## src/rtl/jpeg_zigzag_rle_pkg.sv

```systemverilog
// Shared definitions for the JPEG zigzag scanner / AC run-length symbolizer.
// Holds the zigzag-to-raster table, the FSM state type and the symbol constants.
package jpeg_pkg;

    localparam int COEF_WIDTH  = 12;
    localparam int BLOCK_DEPTH = 64;

    localparam logic [3:0] ZRL_RUN = 4'd15;

    // Entry k is the raster position visited at zigzag step k.
    localparam logic [5:0] ZIGZAG_TO_RASTER [0:63] = '{
        6'd0,  6'd1,  6'd8,  6'd16, 6'd9,  6'd2,  6'd3,  6'd10,
        6'd17, 6'd24, 6'd32, 6'd25, 6'd18, 6'd11, 6'd4,  6'd5,
        6'd12, 6'd19, 6'd26, 6'd33, 6'd40, 6'd48, 6'd41, 6'd34,
        6'd27, 6'd20, 6'd13, 6'd6,  6'd7,  6'd14, 6'd21, 6'd28,
        6'd35, 6'd42, 6'd49, 6'd56, 6'd57, 6'd50, 6'd43, 6'd36,
        6'd29, 6'd22, 6'd15, 6'd23, 6'd30, 6'd37, 6'd44, 6'd51,
        6'd58, 6'd59, 6'd52, 6'd45, 6'd38, 6'd31, 6'd39, 6'd46,
        6'd53, 6'd60, 6'd61, 6'd54, 6'd47, 6'd55, 6'd62, 6'd63
    };

    typedef enum logic [2:0] {
        IDLE,
        DC,
        SCAN,
        EMIT,
        EOB
    } state_t;

endpackage

```

## src/rtl/jpeg_zigzag_rle_if.sv

```systemverilog
// Block-in / symbol-out handshake bundle for jpeg_zigzag_rle.
// The encoder core connects through the slave modport; its environment uses master.
interface jpeg_zigzag_rle_if #(
    parameter int DATA_WIDTH = 12,
    parameter int DEPTH      = 64
);
    logic                        block_valid;
    logic                        block_ready;
    logic [DATA_WIDTH*DEPTH-1:0] block_768bits;

    logic                  sym_valid;
    logic                  sym_ready;
    logic [3:0]            sym_run;
    logic [DATA_WIDTH-1:0] sym_value;
    logic                  sym_dc;
    logic                  sym_zrl;
    logic                  sym_eob;
    logic                  sym_last;

    modport slave (
        input  block_valid, block_768bits, sym_ready,
        output block_ready, sym_valid, sym_run, sym_value,
               sym_dc, sym_zrl, sym_eob, sym_last
    );

    modport master (
        output block_valid, block_768bits, sym_ready,
        input  block_ready, sym_valid, sym_run, sym_value,
               sym_dc, sym_zrl, sym_eob, sym_last
    );
endinterface

```

## src/rtl/jpeg_zigzag_rle_lut.sv

```systemverilog
// Combinational zigzag-step to raster-position lookup.
module jpeg_zigzag_lut
    import jpeg_pkg::*;
(
    input  logic [5:0] zigzag_idx,
    output logic [5:0] raster_idx
);

    assign raster_idx = ZIGZAG_TO_RASTER[zigzag_idx];

endmodule

```

## src/rtl/jpeg_zigzag_rle.sv

```systemverilog
// Zigzag scanner and AC run-length symbolizer: latches one 8x8 block and emits
// DC, (run,value), ZRL and EOB symbols over a registered valid/ready interface.
module jpeg_zigzag_rle
    import jpeg_pkg::*;
#(
    parameter int DATA_WIDTH = COEF_WIDTH,
    parameter int DEPTH      = BLOCK_DEPTH
) (
    input logic              clock,
    input logic              reset,
    jpeg_zigzag_rle_if.slave bus
);

    state_t state, state_next;

    logic [DATA_WIDTH*DEPTH-1:0] block_reg;
    logic                        load_block;

    logic [5:0]            idx, idx_next;
    logic [5:0]            zrun, zrun_next;
    logic [5:0]            raster_idx;
    logic [DATA_WIDTH-1:0] coef;
    logic                  handshake;

    logic                  sym_valid_q, sym_valid_next;
    logic [3:0]            sym_run_q, sym_run_next;
    logic [DATA_WIDTH-1:0] sym_value_q, sym_value_next;
    logic                  sym_dc_q, sym_dc_next;
    logic                  sym_zrl_q, sym_zrl_next;
    logic                  sym_eob_q, sym_eob_next;
    logic                  sym_last_q, sym_last_next;

    jpeg_zigzag_lut u_lut (
        .zigzag_idx (idx),
        .raster_idx (raster_idx)
    );

    assign coef      = block_reg[raster_idx*DATA_WIDTH +: DATA_WIDTH];
    assign handshake = sym_valid_q && bus.sym_ready;

    assign bus.block_ready = (state == IDLE) && !reset;
    assign bus.sym_valid   = sym_valid_q;
    assign bus.sym_run     = sym_run_q;
    assign bus.sym_value   = sym_value_q;
    assign bus.sym_dc      = sym_dc_q;
    assign bus.sym_zrl     = sym_zrl_q;
    assign bus.sym_eob     = sym_eob_q;
    assign bus.sym_last    = sym_last_q;

    // Symbols are built here and registered, so each one appears the cycle after
    // the state that decided it; fields clear once a symbol is consumed.
    always_comb begin
        state_next     = state;
        idx_next       = idx;
        zrun_next      = zrun;
        load_block     = 1'b0;
        sym_valid_next = sym_valid_q;
        sym_run_next   = sym_run_q;
        sym_value_next = sym_value_q;
        sym_dc_next    = sym_dc_q;
        sym_zrl_next   = sym_zrl_q;
        sym_eob_next   = sym_eob_q;
        sym_last_next  = sym_last_q;

        case (state)
            IDLE: begin
                if (bus.block_valid) begin
                    load_block     = 1'b1;
                    state_next     = DC;
                    sym_valid_next = 1'b1;
                    sym_run_next   = 4'd0;
                    sym_value_next = bus.block_768bits[DATA_WIDTH-1:0];
                    sym_dc_next    = 1'b1;
                    sym_zrl_next   = 1'b0;
                    sym_eob_next   = 1'b0;
                    sym_last_next  = 1'b0;
                end
            end

            DC: begin
                if (handshake) begin
                    state_next     = SCAN;
                    idx_next       = 6'd1;
                    zrun_next      = 6'd0;
                    sym_valid_next = 1'b0;
                    sym_value_next = '0;
                    sym_dc_next    = 1'b0;
                end
            end

            SCAN: begin
                if (coef == '0) begin
                    if (idx != 6'd63) begin
                        zrun_next = zrun + 6'd1;
                        idx_next  = idx + 6'd1;
                    end else begin
                        // Trailing zeros collapse into EOB; leftover long runs are dropped.
                        state_next     = EOB;
                        sym_valid_next = 1'b1;
                        sym_run_next   = 4'd0;
                        sym_value_next = '0;
                        sym_eob_next   = 1'b1;
                        sym_last_next  = 1'b1;
                    end
                end else if (zrun >= 6'd16) begin
                    state_next     = EMIT;
                    sym_valid_next = 1'b1;
                    sym_run_next   = ZRL_RUN;
                    sym_value_next = '0;
                    sym_zrl_next   = 1'b1;
                    sym_last_next  = 1'b0;
                end else begin
                    state_next     = EMIT;
                    sym_valid_next = 1'b1;
                    sym_run_next   = zrun[3:0];
                    sym_value_next = coef;
                    sym_zrl_next   = 1'b0;
                    sym_last_next  = (idx == 6'd63);
                end
            end

            EMIT: begin
                if (handshake) begin
                    sym_valid_next = 1'b0;
                    sym_run_next   = 4'd0;
                    sym_value_next = '0;
                    sym_zrl_next   = 1'b0;
                    sym_last_next  = 1'b0;
                    // A ZRL rescans the same coefficient with 16 fewer pending zeros.
                    if (sym_zrl_q) begin
                        zrun_next  = zrun - 6'd16;
                        state_next = SCAN;
                    end else if (sym_last_q) begin
                        zrun_next  = 6'd0;
                        idx_next   = 6'd0;
                        state_next = IDLE;
                    end else begin
                        zrun_next  = 6'd0;
                        idx_next   = idx + 6'd1;
                        state_next = SCAN;
                    end
                end
            end

            EOB: begin
                if (handshake) begin
                    state_next     = IDLE;
                    idx_next       = 6'd0;
                    zrun_next      = 6'd0;
                    sym_valid_next = 1'b0;
                    sym_eob_next   = 1'b0;
                    sym_last_next  = 1'b0;
                end
            end

            default: begin
                state_next = IDLE;
            end
        endcase
    end

    // Synchronous reset aborts any block in flight and drops the pending symbol.
    always_ff @(posedge clock) begin
        if (reset) begin
            state       <= IDLE;
            block_reg   <= '0;
            idx         <= 6'd0;
            zrun        <= 6'd0;
            sym_valid_q <= 1'b0;
            sym_run_q   <= 4'd0;
            sym_value_q <= '0;
            sym_dc_q    <= 1'b0;
            sym_zrl_q   <= 1'b0;
            sym_eob_q   <= 1'b0;
            sym_last_q  <= 1'b0;
        end else begin
            state       <= state_next;
            idx         <= idx_next;
            zrun        <= zrun_next;
            sym_valid_q <= sym_valid_next;
            sym_run_q   <= sym_run_next;
            sym_value_q <= sym_value_next;
            sym_dc_q    <= sym_dc_next;
            sym_zrl_q   <= sym_zrl_next;
            sym_eob_q   <= sym_eob_next;
            sym_last_q  <= sym_last_next;
            if (load_block) begin
                block_reg <= bus.block_768bits;
            end
        end
    end

endmodule

```

## src/flat_wrapper.sv

```systemverilog
// flat-port wrapper written by rule: the top's interface ports become plain ports
module jpeg_zigzag_rle_flat import jpeg_pkg::*;
#(
    parameter int DATA_WIDTH = COEF_WIDTH,
    parameter int DEPTH      = BLOCK_DEPTH
)
  (clock, reset, bus_block_valid, bus_block_768bits, bus_sym_ready, bus_block_ready, bus_sym_valid, bus_sym_run, bus_sym_value, bus_sym_dc, bus_sym_zrl, bus_sym_eob, bus_sym_last);
  jpeg_zigzag_rle_if #(.DATA_WIDTH(DATA_WIDTH), .DEPTH(DEPTH)) bus_i ();
  input logic clock;
  input logic reset;
  input wire logic [$bits(bus_i.block_valid)-1:0] bus_block_valid;
  input wire logic [$bits(bus_i.block_768bits)-1:0] bus_block_768bits;
  input wire logic [$bits(bus_i.sym_ready)-1:0] bus_sym_ready;
  output wire logic [$bits(bus_i.block_ready)-1:0] bus_block_ready;
  output wire logic [$bits(bus_i.sym_valid)-1:0] bus_sym_valid;
  output wire logic [$bits(bus_i.sym_run)-1:0] bus_sym_run;
  output wire logic [$bits(bus_i.sym_value)-1:0] bus_sym_value;
  output wire logic [$bits(bus_i.sym_dc)-1:0] bus_sym_dc;
  output wire logic [$bits(bus_i.sym_zrl)-1:0] bus_sym_zrl;
  output wire logic [$bits(bus_i.sym_eob)-1:0] bus_sym_eob;
  output wire logic [$bits(bus_i.sym_last)-1:0] bus_sym_last;
  assign bus_i.block_valid = bus_block_valid;
  assign bus_i.block_768bits = bus_block_768bits;
  assign bus_i.sym_ready = bus_sym_ready;
  assign bus_block_ready = bus_i.block_ready;
  assign bus_sym_valid = bus_i.sym_valid;
  assign bus_sym_run = bus_i.sym_run;
  assign bus_sym_value = bus_i.sym_value;
  assign bus_sym_dc = bus_i.sym_dc;
  assign bus_sym_zrl = bus_i.sym_zrl;
  assign bus_sym_eob = bus_i.sym_eob;
  assign bus_sym_last = bus_i.sym_last;
  jpeg_zigzag_rle #(.DATA_WIDTH(DATA_WIDTH), .DEPTH(DEPTH)) u_core (.clock(clock), .reset(reset), .bus(bus_i));
endmodule
```

## config.mk

```make
export PLATFORM = sky130hd
export DESIGN_NAME = jpeg_zigzag_rle_flat
export DESIGN_NICKNAME = d
export VERILOG_FILES = /design/src/rtl/jpeg_zigzag_rle_pkg.sv /design/src/rtl/jpeg_zigzag_rle_if.sv /design/src/rtl/jpeg_zigzag_rle_lut.sv /design/src/rtl/jpeg_zigzag_rle.sv /design/src/flat_wrapper.sv
export SDC_FILE = /design/constraint.sdc
export NUM_CORES = 2
export LEC_CHECK = 0
export ABC_AREA = 1
export CAP_MARGIN = 20
export CELL_PAD_IN_SITES_DETAIL_PLACEMENT = 1
export CELL_PAD_IN_SITES_GLOBAL_PLACEMENT = 2
export CORE_ASPECT_RATIO = 1.2
export CORE_MARGIN = 3
export CORE_UTILIZATION = 30
export CTS_BUF_LIST = sky130_fd_sc_hd__clkbuf_8 sky130_fd_sc_hd__clkbuf_16
export DETAILED_ROUTE_END_ITERATION = 10
export PLACE_DENSITY = 0.82
export SYNTH_ARGS = -nofsm -noshare
export SYNTH_HDL_FRONTEND = slang
export SYNTH_HIERARCHICAL = 1
export SYNTH_SLANG_ARGS = --single-unit
```

## constraint.sdc

```tcl
create_clock -name clock -period 8.45 [get_ports clock]
set_input_delay 1.69 -clock clock [delete_from_list [all_inputs] [get_ports clock]]
set_output_delay 1.69 -clock clock [all_outputs]
set_load 0.1 [all_outputs]
```

==> out/qor.txt <==
status - completed
Netlist cell types - 32
# nets final - 6863
Seq pwr share - 28.0%
Inserted Clock Buffers - 91
Via density - 5.23
NetSw - 8.93 mW
syn_nets - 6456
Clk network pwr share - 22.0%
yosys warns - 6
crit path DAT - 6.81 ns
htree depth - 3
DIE HEIGHT - 395 um
Final Cycle Share - 73.5%
largest net degree at the start of global routing - 231
Leakage - 18.0 nW
Rows - 142
Critical Path RT - 9.05 ns
GPL Wtd Cong - 0.844
Gate power share - 50.0%
WHS - 0.453 ns
Worst Slack Setup Final - 2.24 ns
CTS sink cnt - 804
die area - 0.131 mm2
FMAX - 161 MHz
Finished Core Util - 39.3%
Starting Density - 30.3%
Clock Tree Root - clkbuf_16
Slew @ Worst Pin - 1.18 ns
initial DRC count - 2824
HP Class - flop to flop
Setup-failing EPs final - 0
Area Growth Syn to Fin - 29.9%
register bit total from synthesis - 804
main area contributors after synthesis - dfxtp_1 (43%), nand3_1 (19%), nand2_1 (18%), a21oi_1 (11%), clkbuf_1 (3.6%)
Seq/Total Area, Yosys - 42.5%
initial antenna violation count - 29
Synth async-reset ratio - 0%
share of the synthesized area in the top cell type - 42.5%
Avg Cell Area, Syn - 6.68 um2
first-pass GRT wire length - 273000 um
die width - 330 um
total power - 18.2 mW
Post-Route WL - 187000 um
Clk pin slew, worst setup/hold paths - 0.06 ns
vias in the first global route - 42100
CP startpoint kind - flop
Post-CTS Hold Fix Bufs - 0
maxcap violations - 0
Setup TNS - 0 ns
Commonest cells post-synth - nand2_1 (1820), nand3_1 (1427), a21oi_1 (814)
Slew HR - 21.5%
RSZ-0062 raised after global routing - no
Routed WL per cell - 24.0 um
max reg flops - 768
P_int - 9.26 mW
Max Slew Vio Count - 0
share of cells above drive strength 1 - 3.43%
detailed placement HPWL - 131000 um
CP Capture Type - flop
worst clock skew - 0.0199 ns
cell accounting for the most synthesized area - dfxtp_1
CP Max Fanout - 187
final hold vios - 0
minimum clock period - 6.21 ns
EDFF count, synth - 0
ys flop type - dfxtp_1
drt pass-1 iters - 5
Post-Place Worst Slack - 2.26 ns
total grt overflow - 0
CTS resizes - 0
Pwr Density - 370 mW/mm2
DRC - 0
WS Path Type - flop to flop
via count - 40900
IO Count - 794
CTS tree - done
instance count of the mapped netlist - 5668
clk buf depth - 3
PortBufs - 793
worst vdd ir - 350 uV
most frequent cell after synthesis - nand2_1
GRT Overall Usage - 27.6%
switching share of total power - 49.1%
final antenna-violating net count - 0
Synth Cell Area - 0.0379 mm2
setup bufs post-CTS - 0
core box area - 0.125 mm2
worst skew pair latency - 0.70 ns
cells in the final DEF (no fill, tap or decap), drive strengths merged, types with 4 or more instances in the layout:
cell type	count
buf	47
clkinv	18
dfxtp	804
inv	108
ha	16
diode	17
o211ai	4
nand2	1823
nand4	19
a21oi	815
nor3	5
nor2	68
clkbuf	115
o21ai	68
clkdlybuf4s50	790
nand3	1430
logic make-up (layout without fill, tap and decap cells):
| logic type | after synthesis | count (layout) | synth area share (%) |
|---|---|---|---|
| other | 0 | 17 | 0 |
| AO/OA/AOI/OAI | 891 | 891 | 11.9 |
| AND/OR/NAND/NOR | 3349 | 3349 | 38.2 |
| flip-flops | 804 | 804 | 42.5 |
| buffers and inverters | 606 | 1083 | 6.84 |
| XOR/XNOR | 2 | 2 | 0.0463 |
| adder cells (fa/ha/maj) | 16 | 16 | 0.529 |
power by group through the flow:
stage	logic, mW	clock network (mW)	registers [mW]
3_3_place_gp	9.10	0	5.16
2_1_floorplan	5.73	0	5.22
5_1_grt	9.94	4.26	5.19
6_report	9.09	4.00	5.10
3_5_place_dp	9.14	0	5.17
4_1_cts	9.18	4.10	5.10
final timing paths:
check	from	endpoint	slack (ns)	cells after the start
min reg2reg	u_core/block_reg[730]	u_core/block_reg[730]	0.45	2
min	u_core/block_reg[730]	u_core/block_reg[730]	0.45	2
max	u_core/idx[0]	u_core/bus.sym_value[6]	2.24	26
max reg2reg	u_core/idx[0]	u_core/bus.sym_value[6]	2.24	26
final cells by class:
cell class                 count  area [um2]
antenna                       17        42.5
clock buffer                 115        2680
inverter                      83         338
fill                       15600       75900
clock inverter                48         293
tap                         1656        2070
timing repair buffer         837        8460
sequential                   804       16100
multi-input combinational   4258       19200
worst max-delay path: stages (launching register included):
cell and delay (ns):
dfxtp_1 0.62, inv_1 0.27, ha_1 0.39, inv_1 0.08, nand2_1 0.11, nand3_1 0.11, nand3_1 0.08, nand2_1 0.06
nand2_1 0.09, nand2_4 0.57, inv_16 0.37, buf_4 0.55, nand2_1 0.13, nand3_1 0.14, nand3_1 0.15, nand2_1 0.10
nand2_1 0.17, nand3_1 0.22, nand3_1 0.19, nand2_1 0.10, nor2_1 0.11, nand2_1 0.07, nor2_2 0.25, nand3_2 0.35
nand3_2 0.34, nand2_1 0.09, a21oi_1 0.14
through the flow:
step | instance area, um2 | std cells
2_1_floorplan | 37900 | 5668
3_3_place_gp | 46200 | 7637
3_5_place_dp | 46200 | 7637
4_1_cts | 49100 | 7800
5_1_grt | 49200 | 7810
6_report | 49200 | 7818
layer usage:
| layer | wire length (um) | vias up | track usage [%] |
|---|---|---|---|
| li1 | - | 19800 | - |
| met1 | 77300 | 19800 | 33.5 |
| met2 | 91800 | 1060 | 47.4 |
| met3 | 9580 | 278 | 4.66 |
| met4 | 8470 | 18 | 12.4 |
| met5 | 123 | - | 0 |
Note: power is estimated with default switching activity, not from simulation.
